==> config.mk <==
export PLATFORM = sky130hd
export DESIGN_NAME = rom_streamer
export DESIGN_NICKNAME = d
export VERILOG_FILES = /design/src/rtl/rom_streamer.sv
export SDC_FILE = /design/constraint.sdc
export NUM_CORES = 1
export LEC_CHECK = 0
export CAP_MARGIN = 10
export CORE_MARGIN = 2
export CORE_UTILIZATION = 51
export DETAILED_ROUTE_END_ITERATION = 12
export PLACE_DENSITY = 0.9
export SYNTH_ARGS = -nofsm -noshare
export SYNTH_HDL_FRONTEND = slang
export SYNTH_SLANG_ARGS = --single-unit
==> constraint.sdc <==
create_clock -name clk -period 4.33 [get_ports clk]
set_clock_uncertainty 0.1 [all_clocks]
set_input_delay 0.866 -clock clk [delete_from_list [all_inputs] [get_ports clk]]
set_output_delay 0.866 -clock clk [all_outputs]
set_load 0.005 [all_outputs]
==> src/rtl/rom_streamer.sv <==
// rom_streamer: reads a burst of consecutive words from a combinational ROM and
// hands them to a ready/valid consumer one word at a time. It also keeps a
// running sum of the accepted words. The FSM walks IDLE -> FETCH -> HOLD and
// loops through FETCH/HOLD once per word, then spends one DONE cycle before
// returning to IDLE.
module rom_streamer #(
  parameter int ADDR_W = 3,
  parameter int DATA_W = 4
) (
  input  logic                     clk,
  input  logic                     rst_n,
  input  logic                     start,
  input  logic [ADDR_W-1:0]        start_addr,
  input  logic [ADDR_W:0]          count,
  input  logic                     abort,
  output logic [ADDR_W-1:0]        ROM_addr,
  input  logic [DATA_W-1:0]        ROM_data,
  output logic [DATA_W-1:0]        out_data,
  output logic                     out_valid,
  input  logic                     out_ready,
  output logic                     busy,
  output logic                     done,
  output logic [DATA_W+ADDR_W-1:0] sum
);

  localparam int CNT_W = ADDR_W + 1;
  localparam int SUM_W = DATA_W + ADDR_W;

  typedef enum logic [1:0] {
    IDLE  = 2'd0,
    FETCH = 2'd1,
    HOLD  = 2'd2,
    DONE  = 2'd3
  } state_t;

  state_t             state_q, state_d;
  logic [ADDR_W-1:0]  addr_q, addr_d;
  logic [CNT_W-1:0]   rem_q, rem_d;
  logic [DATA_W-1:0]  data_q, data_d;
  logic               valid_q, valid_d;
  logic [SUM_W-1:0]   sum_q, sum_d;

  // A requested count of zero stands for a full sweep of the table.
  function automatic logic [CNT_W-1:0] burst_len(input logic [CNT_W-1:0] c);
    if (c == '0) begin
      return {1'b1, {ADDR_W{1'b0}}};
    end
    return c;
  endfunction

  // Accepted words are zero-extended; the sum width covers a full-table burst
  // of maximum words, so this never overflows.
  function automatic logic [SUM_W-1:0] add_word(input logic [SUM_W-1:0] acc,
                                                input logic [DATA_W-1:0] w);
    return acc + {{ADDR_W{1'b0}}, w};
  endfunction

  // Next-state and datapath updates; every register holds unless a rule moves it.
  always_comb begin
    state_d = state_q;
    addr_d  = addr_q;
    rem_d   = rem_q;
    data_d  = data_q;
    valid_d = valid_q;
    sum_d   = sum_q;

    unique case (state_q)
      IDLE: begin
        if (start) begin
          addr_d  = start_addr;
          rem_d   = burst_len(count);
          sum_d   = '0;
          state_d = FETCH;
        end
      end

      FETCH: begin
        if (abort) begin
          valid_d = 1'b0;
          state_d = IDLE;
        end else begin
          data_d  = ROM_data;
          valid_d = 1'b1;
          state_d = HOLD;
        end
      end

      HOLD: begin
        // Abort beats a same-cycle handshake: the word is dropped, not summed.
        if (abort) begin
          valid_d = 1'b0;
          state_d = IDLE;
        end else if (valid_q && out_ready) begin
          sum_d   = add_word(sum_q, data_q);
          rem_d   = rem_q - CNT_W'(1);
          addr_d  = addr_q + ADDR_W'(1);
          valid_d = 1'b0;
          state_d = (rem_q == CNT_W'(1)) ? DONE : FETCH;
        end
      end

      DONE: begin
        state_d = IDLE;
      end

      default: begin
        state_d = IDLE;
      end
    endcase
  end

  // State and datapath registers with asynchronous clear.
  always_ff @(posedge clk or negedge rst_n) begin
    if (!rst_n) begin
      state_q <= IDLE;
      addr_q  <= '0;
      rem_q   <= '0;
      data_q  <= '0;
      valid_q <= 1'b0;
      sum_q   <= '0;
    end else begin
      state_q <= state_d;
      addr_q  <= addr_d;
      rem_q   <= rem_d;
      data_q  <= data_d;
      valid_q <= valid_d;
      sum_q   <= sum_d;
    end
  end

  assign ROM_addr  = addr_q;
  assign out_data  = data_q;
  assign out_valid = valid_q;
  assign sum       = sum_q;
  assign busy      = (state_q != IDLE);
  assign done      = (state_q == DONE);

endmodule

==> results_dict.tcl, run 1 <==
set metrics [dict create \
    synth_most_common_cell "dfrtp_1" \
    startpoint_type "register" \
    relSlewSlack 0.369 \
    layoutNonFillerInstCount 177 \
    synth_cell_type_count 38 \
    drive_gt1_frac 0.0805 \
    cts_resized 0 \
    grt_max_degree 22 \
    cts.clk_slew.worst_paths_ps 110 \
    path_depth 3 \
    path_delay_family "buffers and inverters" \
    grt_pass1_wl_mm 4.36 \
    syn2layout_area_growth_pct 28.7 \
    ys_top_cells_by_count "21 x dfrtp_1, 11 x a21oi_1, 8 x nand2_1" \
    die_y_um 52.7 \
    regToRegSetupSlack_ps 2210 \
    ios 33 \
    dp_hpwl_mm 2.07 \
    cts-root-buf "clkbuf_4" \
    cts_buffer_depth 2 \
    cts_buffers 3 \
    fin_crit_sh 0.595 \
    start_util 0.541 \
    slew_violations 0 \
    nets 174 \
    hold_viol 0 \
    peakVddDrop_v 0.000308 \
    dp_cells 173 \
    endpoint_kind "primary output" \
    grt_pass1_vias 984 \
    drc_errors 0 \
    cp.required_ps 3360 \
    synthFlopType "dfrtp_1" \
    synth-edff-count 0 \
    async_flop_share 1.00 \
    holdBufCountCts 0 \
    via_per_inst 5.57 \
    worst_hold_path_type "register to register" \
    cap_viol_max_count 0 \
    dieArea_um2 2770 \
    rsz0062_at_grt "false" \
    antenna_left 0 \
    critPathLaunch "state_q[1]" \
    wl_per_cell_um 15.0 \
    synth-seq-cells 21 \
    gr-usage-all-layers 0.217 \
    clk_latency_ps 300 \
    status "finished, final reports clean" \
    postCtsSetupBuffers 0 \
    drt_pass1_iterations 4 \
    yosysWarnings 0 \
    fmax_ghz 0.388 \
    critical_path_buf_inv_count 2 \
    cp_max_fo 10 \
    seq_area_frac_synth 0.435 \
    yosysTopAreaCellShare 0.435 \
    die_w_um 52.7 \
    r2r_cells 6 \
    cp_slowest_cell "dfrtp_1" \
    gp_congestion 0.896 \
    diodes 0 \
    vias 986 \
    tns_ps 0 \
    syn_inst 117 \
    core_area_um2 2230 \
    setup_viol 0 \
    drt_wl_total_mm 2.65 \
    path_cells "nor2_1 > inv_1 > clkdlybuf4s50_1" \
    synth_area_um2 1210 \
    rr_endpoint "sum[6]" \
    power.density_nw_per_um2 424 \
    worst_ep_arrival_time_ps 1610 \
    critical_path_class "register to primary output" \
    cts_tree "done" \
    ctsHtreeMaxLevel 1 \
    syn_nets 141 \
    syn_avg_cell_area_um2 10.3 \
    tightest_slew_ps 944 \
    max_stage_delay_ps 520 \
    overflow 0 \
    io_buffers 32 \
    drt_iter0_markers 15 \
    crit_end "busy" \
    p_leak_nw 0.685 \
    synth_area_leader_cell "dfrtp_1" \
    yosys-top-cells-area "dfrtp_1 44%, ha_1 7.3%, a21oi_1 4.6%" \
    cts_num_sinks 21 \
    grt_antenna_before_repair 0 \
    fin_crit_ps 2580 \
    rows 17 \
    rr_startpoint "out_data[0]" \
]
-- per-stage QoR --
step	power, mW	cell area [µm²]	hold slack, ps	utilization	worst slack (ps)
2_1_floorplan	0.449	1210	374	-	2350
3_3_place_gp	0.552	1530	384	0.684	1700
3_5_place_dp	0.569	1530	389	0.684	1640
4_1_cts	0.662	1550	413	0.696	1750
5_1_grt	0.714	1550	431	0.696	1610
6_report	0.659	1550	406	0.696	1750
-- worst min path at each step --
stage / to / slack, ps / startpoint / cells after the start
3_3_place_gp: sum[6] / 380 / sum[6] / 1
2_1_floorplan: sum[6] / 370 / sum[6] / 1
4_1_cts: sum[6] / 410 / sum[6] / 1
3_5_place_dp: sum[6] / 390 / sum[6] / 1
6_report: sum[6] / 410 / sum[6] / 1
5_1_grt: sum[6] / 430 / sum[6] / 1
-- layout by cell type, fill, tap and decap left out, drive strengths merged, types with 2 or more instances in the layout --
master and instances:
clkdlybuf4s50 32, dfrtp 21, a21oi 11, nand2 8, inv 8, o21ai 8, ha 7, a22o 5
nand2b 5, nor2 4, mux2 4, clkbuf 4, and3 3, a21o 3, nor3 3, xnor2 2
o31ai 2, a31oi 2, mux2i 2, nand3 2
-- final cells by class --
type                    instances  area [µm²]
fillers                       173         679
multi-input cells              84         617
flip-flops and latches         21         526
repair buffers                 32         320
well taps                      28        35.0
inverters                       8        30.0
clock buffers                   4        26.3
-- routing by layer --
layer | global-route usage | share of wire | vias to the layer above | wire length, µm
met5 | 0 | 0 | - | 0
met4 | 0.0940 | 0.015 | 0 | 41
met3 | 0.0171 | 0.020 | 4 | 54
met2 | 0.381 | 0.51 | 15 | 1340
met1 | 0.271 | 0.46 | 477 | 1210
li1 | - | - | 490 | -
-- logic make-up (layout without fill, tap and decap cells) --
family                   Yosys count  count (layout)  synth area share
AO/OA/AOI/OAI                     37              37             0.204
AND/OR/NAND/NOR                   31              31             0.149
flip-flops                        21              21             0.435
buffers and inverters             12              44            0.0539
adder cells (fa/ha/maj)            8               8            0.0891
multiplexers                       6               6            0.0539
XOR/XNOR                           2               2            0.0145
-- state kept, by name, summed over array words and instances (netlist names) --
name,flops
out_valid,1
sum,7
state_q,2
out_data,4
rem_q,4
ROM_addr,3
-- report_power, final --
part           leakage [nW]  switching (mW)  internal, mW
logic                 0.407           0.115         0.152
registers             0.263          0.0524         0.244
clock network        0.0150          0.0592        0.0360
(Power assumes the default switching activity.)
==> run 2, diff against run 1 <==
Settings changed: CORE_UTILIZATION 51 to 47, PLACE_DENSITY 0.9 to 0.84.
Clock period 4.33 ns to 2.4 ns, I/O delays scaled along.
==> run 2 against run 1 <==
Critical path depth stayed put. Highest routed layer unchanged. Final area up 2.6%. Global-route usage decreased by 0.085 points. Routed wire length is 7.2% higher. Hold slack better by 5.5 ps. Power grew 84%. Non-clock buffer count is 5 higher. Count of clock-buffer cells in the layout did not move.
==> results_dict.tcl, run 2 (synthesized netlist as in run 1, its figures left out) <==
set metrics [dict create \
    status "finished, final reports clean" \
    wl_met3_um 70 \
    hold_viol 0 \
    path_cells "nor2_1 > inv_1 > clkdlybuf4s50_1" \
    diodes 0 \
    setup_viol 0 \
    grt_antenna_before_repair 0 \
    fin_util 0.649 \
    cts_buffer_depth 2 \
    tns_ps 0 \
    grt_pass1_wl_mm 4.55 \
    dp_hpwl_mm 2.11 \
    num-fill-cells 196 \
    tightest_slew_ps 387 \
    ios 33 \
    fin_crit_ps 2200 \
    postCtsSetupBuffers 0 \
    drc_errors 0 \
    drt_iter0_markers 19 \
    endpoint_kind "primary output" \
    io_buffers 32 \
    critical_path_class "register to primary output" \
    die_y_um 54.7 \
    critPathLaunch "state_q[1]" \
    clk_latency_ps 310 \
    vias 1050 \
    drt_wl_total_mm 2.84 \
    rr_startpoint "out_data[0]" \
    core_area_um2 2450 \
    p_leak_nw 0.710 \
    slew_violations 0 \
    overflow 0 \
    power.density_nw_per_um2 759 \
    met1Wirelength_mm 1.24 \
    rsz0062_at_grt "false" \
    cts_num_sinks 21 \
    cp_max_fo 10 \
    path_delay_family "flip-flops" \
    gp_congestion 0.851 \
    cts_resized 0 \
    fin_crit_sh 0.918 \
    wl_per_cell_um 15.4 \
    fmax_ghz 0.454 \
    cts_buffers 3 \
    syn2layout_area_growth_pct 32.0 \
    cts_tree "done" \
    rows 18 \
    relSlewSlack 0.742 \
    dieArea_um2 2990 \
    holdBufCountCts 0 \
    grt_max_degree 22 \
    cap_viol_max_count 0 \
    die_w_um 54.7 \
    drt_pass1_iterations 4 \
    via_per_inst 5.71 \
    cp_slowest_cell "dfrtp_1" \
    largest_reg_flops 7 \
    cts-root-buf "clkbuf_4" \
    worst_hold_path_type "input pin to async pin" \
    antenna_left 0 \
    routed.top_layer "met4" \
    start_util 0.492 \
    cts.clk_slew.worst_paths_ps 110 \
    worst_ep_arrival_time_ps 1620 \
    cp.required_ps 1820 \
    nets 179 \
    startpoint_type "register" \
    mostFrequentLayoutCell "clkdlybuf4s50_1" \
    grt_pass1_vias 1002 \
    gr-usage-all-layers 0.217 \
    final_cell_mix "32 x clkdlybuf4s50_1, 21 x dfrtp_1, 11 x a21oi_1, 8 x nand2_1" \
    peakVddDrop_v 0.000635 \
    drive_gt1_frac 0.110 \
    wl_met2_mm 1.48 \
    max_stage_delay_ps 590 \
    critical_path_buf_inv_count 2 \
    ctsHtreeMaxLevel 1 \
]
[run 2: per-layer routing]
layer / vias to the layer above / track usage
met3: 5 / 0.0273
met4: 0 / 0.104
met1: 528 / 0.271
li1: 497 / -
met2: 20 / 0.365
met5: - / 0
[run 2: final cells by class]
class | count | area, µm² | area share
tap | 30 | 37.5 | 0.0235
inverter | 8 | 30.0 | 0.0188
multi-input combinational | 84 | 617 | 0.387
sequential | 21 | 526 | 0.330
timing repair buffer | 37 | 358 | 0.224
clock buffer | 4 | 26.3 | 0.0165
[run 2: power by group]
| group | switching [mW] | internal, mW | leakage, nW | total (mW) |
|---|---|---|---|---|
| Clock | 0.108 | 0.0649 | 0.0150 | 0.173 |
| Combinational | 0.219 | 0.283 | 0.432 | 0.502 |
| Sequential | 0.0951 | 0.440 | 0.263 | 0.536 |
[run 2: worst register-to-register path, cell delays in order, from the launching register on]
cell	delay (ps)
dfrtp_1	420
ha_1	240
fa_1	410
a21o_1	210
a32o_1	210
or2_2	270
a31oi_1	170
[run 2: metrics by stage]
stage	power [mW]	instances	area, µm²	setup slack [ps]	hold slack [ps]
floorplan	0.811	117	1210	420	84.4
CTS	1.21	184	1590	205	419
finish	1.21	184	1590	198	411
global placement	1.01	180	1570	397	379
detailed placement	1.04	180	1570	317	393
global route	1.29	184	1590	103	440
[run 2: path summary, 6_finish.rpt]
path	slack [ps]	cells past startpoint	to
worst max register to register	300	6	sum[6]
worst min register to register	420	1	sum[6]
min in group clk	420	1	sum[6]
max in group asynchronous	1570	2	sum[2]
worst min-delay path	410	2	sum[3]
worst max-delay path	200	3	busy
==> patch: new RTL, flow settings as in run 2 <==
Change the parameter `ADDR_W` from 3 to 2.
--- a/src/rtl/rom_streamer.sv
+++ b/src/rtl/rom_streamer.sv
@@ -4,7 +4,7 @@
 // loops through FETCH/HOLD once per word, then spends one DONE cycle before
 // returning to IDLE.
 module rom_streamer #(
-  parameter int ADDR_W = 3,
+  parameter int ADDR_W = 2,
   parameter int DATA_W = 4
 ) (
   input  logic                     clk,
Interface: changed (resized ROM_addr, count, start_addr and sum); port bits go from 33 to 29. The function was not compared with the original's and may differ.
==> patch against run 2 <==
Synthesized area down 19%; via count decreased by 17%; power fell by 7.1%; sequential cell count down 3; setup slack gained 0.065 ns; critical path depth is 1 lower; final area decreased by 16%; utilization is 3.0 points higher; routed wire length down 19%; critical path type unchanged; highest routed layer unchanged.
==> patch: results (changes against run 2) <==
| Metric | Value |
|---|---|
| Fillers | 176 (-10%) |
| Share of layout cells above drive strength 1 | 0.0923 (-0.0181) |
| Final RePlAce weighted congestion | 0.850 (about the same) |
| Internal reg-to-reg setup slack | 0.53 ns (+0.23 ns) |
| Final cycle utilization of the critical path | 0.891 (-0.0269) |
| First-pass GRT wire length | 4250 µm (-6.5%) |
| Worst hold path type | in2async |
| Clock Latency Late Sink | 0.29 ns (-0.02 ns) |
| Post-place setup slack | 0.245 ns (-0.0714 ns) |
| CP startpoint | state_q[0] |
| Total GRT Usage | 0.228 (+0.0112) |
| Synthesis Warnings | 0 (unchanged) |
| Primary FF master, synth | dfrtp_1 |
| Asr flop ratio synth | 1.00 (unchanged) |
| Peak supply drop | 438 µV (-31%) |
| Worst slew pin tran | 0.365 ns (-0.0218 ns) |
| CP max stage delay | 0.47 ns (-0.12 ns) |
| Clock Pin Slew Worst Setup and Hold Paths | 0.10 ns |
| Vias in the first global route | 965 (-3.7%) |
| Buffers on Ports | 28 (-13%) |
| Grt ovf | 0 (unchanged) |
| Critical R2R Capture | sum[4] |
| Number of H-tree levels | 1 (unchanged) |
| Antenna diodes | 0 (unchanged) |
| Largest net degree at the start of global routing | 19 (-14%) |
| Synth unique cells | 30 (-21%) |
| Synth top area cells | dfrtp_1 (46%), ha_1 (7.7%), o21ai_0 (4.6%) |
| LEAKAGE | 0.605 nW (-15%) |
| Final net count | 152 (-15%) |
| Wire per inst | 14.6 µm (-5.5%) |
| Root Buffer | clkbuf_4 |
| Fin cells | 157 (-15%) |
| Initial antenna violation count | 0 (unchanged) |
| Run status | complete, no violations |
| First-pass DRT Iterations | 4 (unchanged) |
| Syn Nets | 118 (-16%) |
| Critical path fanouts, max | 7 (-3) |
| Via/cell ratio | 5.53 (-3.1%) |
| WP data arrival | 1.56 ns (-0.06 ns) |
| Post-synthesis sequential area ratio | 0.463 (+0.0281) |
| # Post-CTS Setup Buffers | 0 (unchanged) |
| Post-DP HPWL | 1800 µm (-15%) |
| Critical Path Slowest Stage Cell | clkdlybuf4s50_1 |
| Initial DRC Count | 9 (-10) |
| Max FFs per register | 6 (-1) |
| Syn Area/Cell | 10.0 µm² (-2.9%) |
| R2r startpoint | out_data[0] |
| Most frequent cells after synthesis | dfrtp_1 (18), nand2_1 (9), o21ai_0 (9) |
==> patch: changes by cell type after synthesis, moves of 3 or more <==
cell,delta
and3_1,-3
dfrtp_1,-3
a22o_1,-4
a21oi_1,-7
nor2_1,+4
==> patch: how the worst min path moves through the flow <==
| stage | from | to | slack, ns | cells past startpoint |
|---|---|---|---|---|
| floorplan | rst_n | ROM_addr[0] | 0.08 | 0 |
| global placement | sum[0] | sum[0] | 0.39 | 2 |
| detailed placement | sum[0] | sum[0] | 0.41 | 2 |
| CTS | rst_n | out_data[1] | 0.41 | 2 |
| global route | rst_n | out_data[1] | 0.43 | 2 |
| finish | rst_n | out_data[1] | 0.40 | 2 |
==> patch: final cells by class <==
cell class                 count  area (µm²)  share of cell area
tap                           27        33.8              0.0254
multi-input combinational     73         498               0.374
clock buffer                   4        36.3              0.0272
inverter                       5        18.8              0.0141
sequential                    18         450               0.338
timing repair buffer          30         295               0.222
==> patch: metal layers <==
metal,routed length (µm),global-route usage,vias up
met4,48,0.111,0
met2,1180,0.390,27
met5,0,0,-
met3,97,0.0394,8
met1,967,0.277,422
li1,-,-,411
==> patch: kinds of logic (layout without fill, tap and decap cells) <==
family	after synthesis	in the layout	share of synthesized area
AO/OA/AOI/OAI	27	27	0.179
multiplexers	5	5	0.0566
adder cells (fa/ha/maj)	7	7	0.0978
AND/OR/NAND/NOR	33	33	0.170
buffers and inverters	6	39	0.0245
XOR/XNOR	1	1	0.00901
flip-flops	18	18	0.463
==> patch: power by group <==
group          internal, mW  switching (mW)
logic                 0.269           0.200
clock network        0.0925          0.0928
registers             0.387          0.0831
==> patch: metrics by stage <==
step                      utilization  area [µm²]  hold WS (ns)
after floorplan                     -         972        0.0844
after global placement          0.661        1300         0.393
after detailed placement        0.661        1300         0.409
after CTS                       0.679        1330         0.407
after global routing            0.679        1330         0.426
final                           0.679        1330         0.403
==> patch: critical path: cells and delay by family (launching register included) <==
| kind | cells | cell delay, ns |
|---|---|---|
| and+or+nand+nor | 1 | 0.35 |
| DFF | 1 | 0.44 |
| buffers and inverters | 1 | 0.47 |
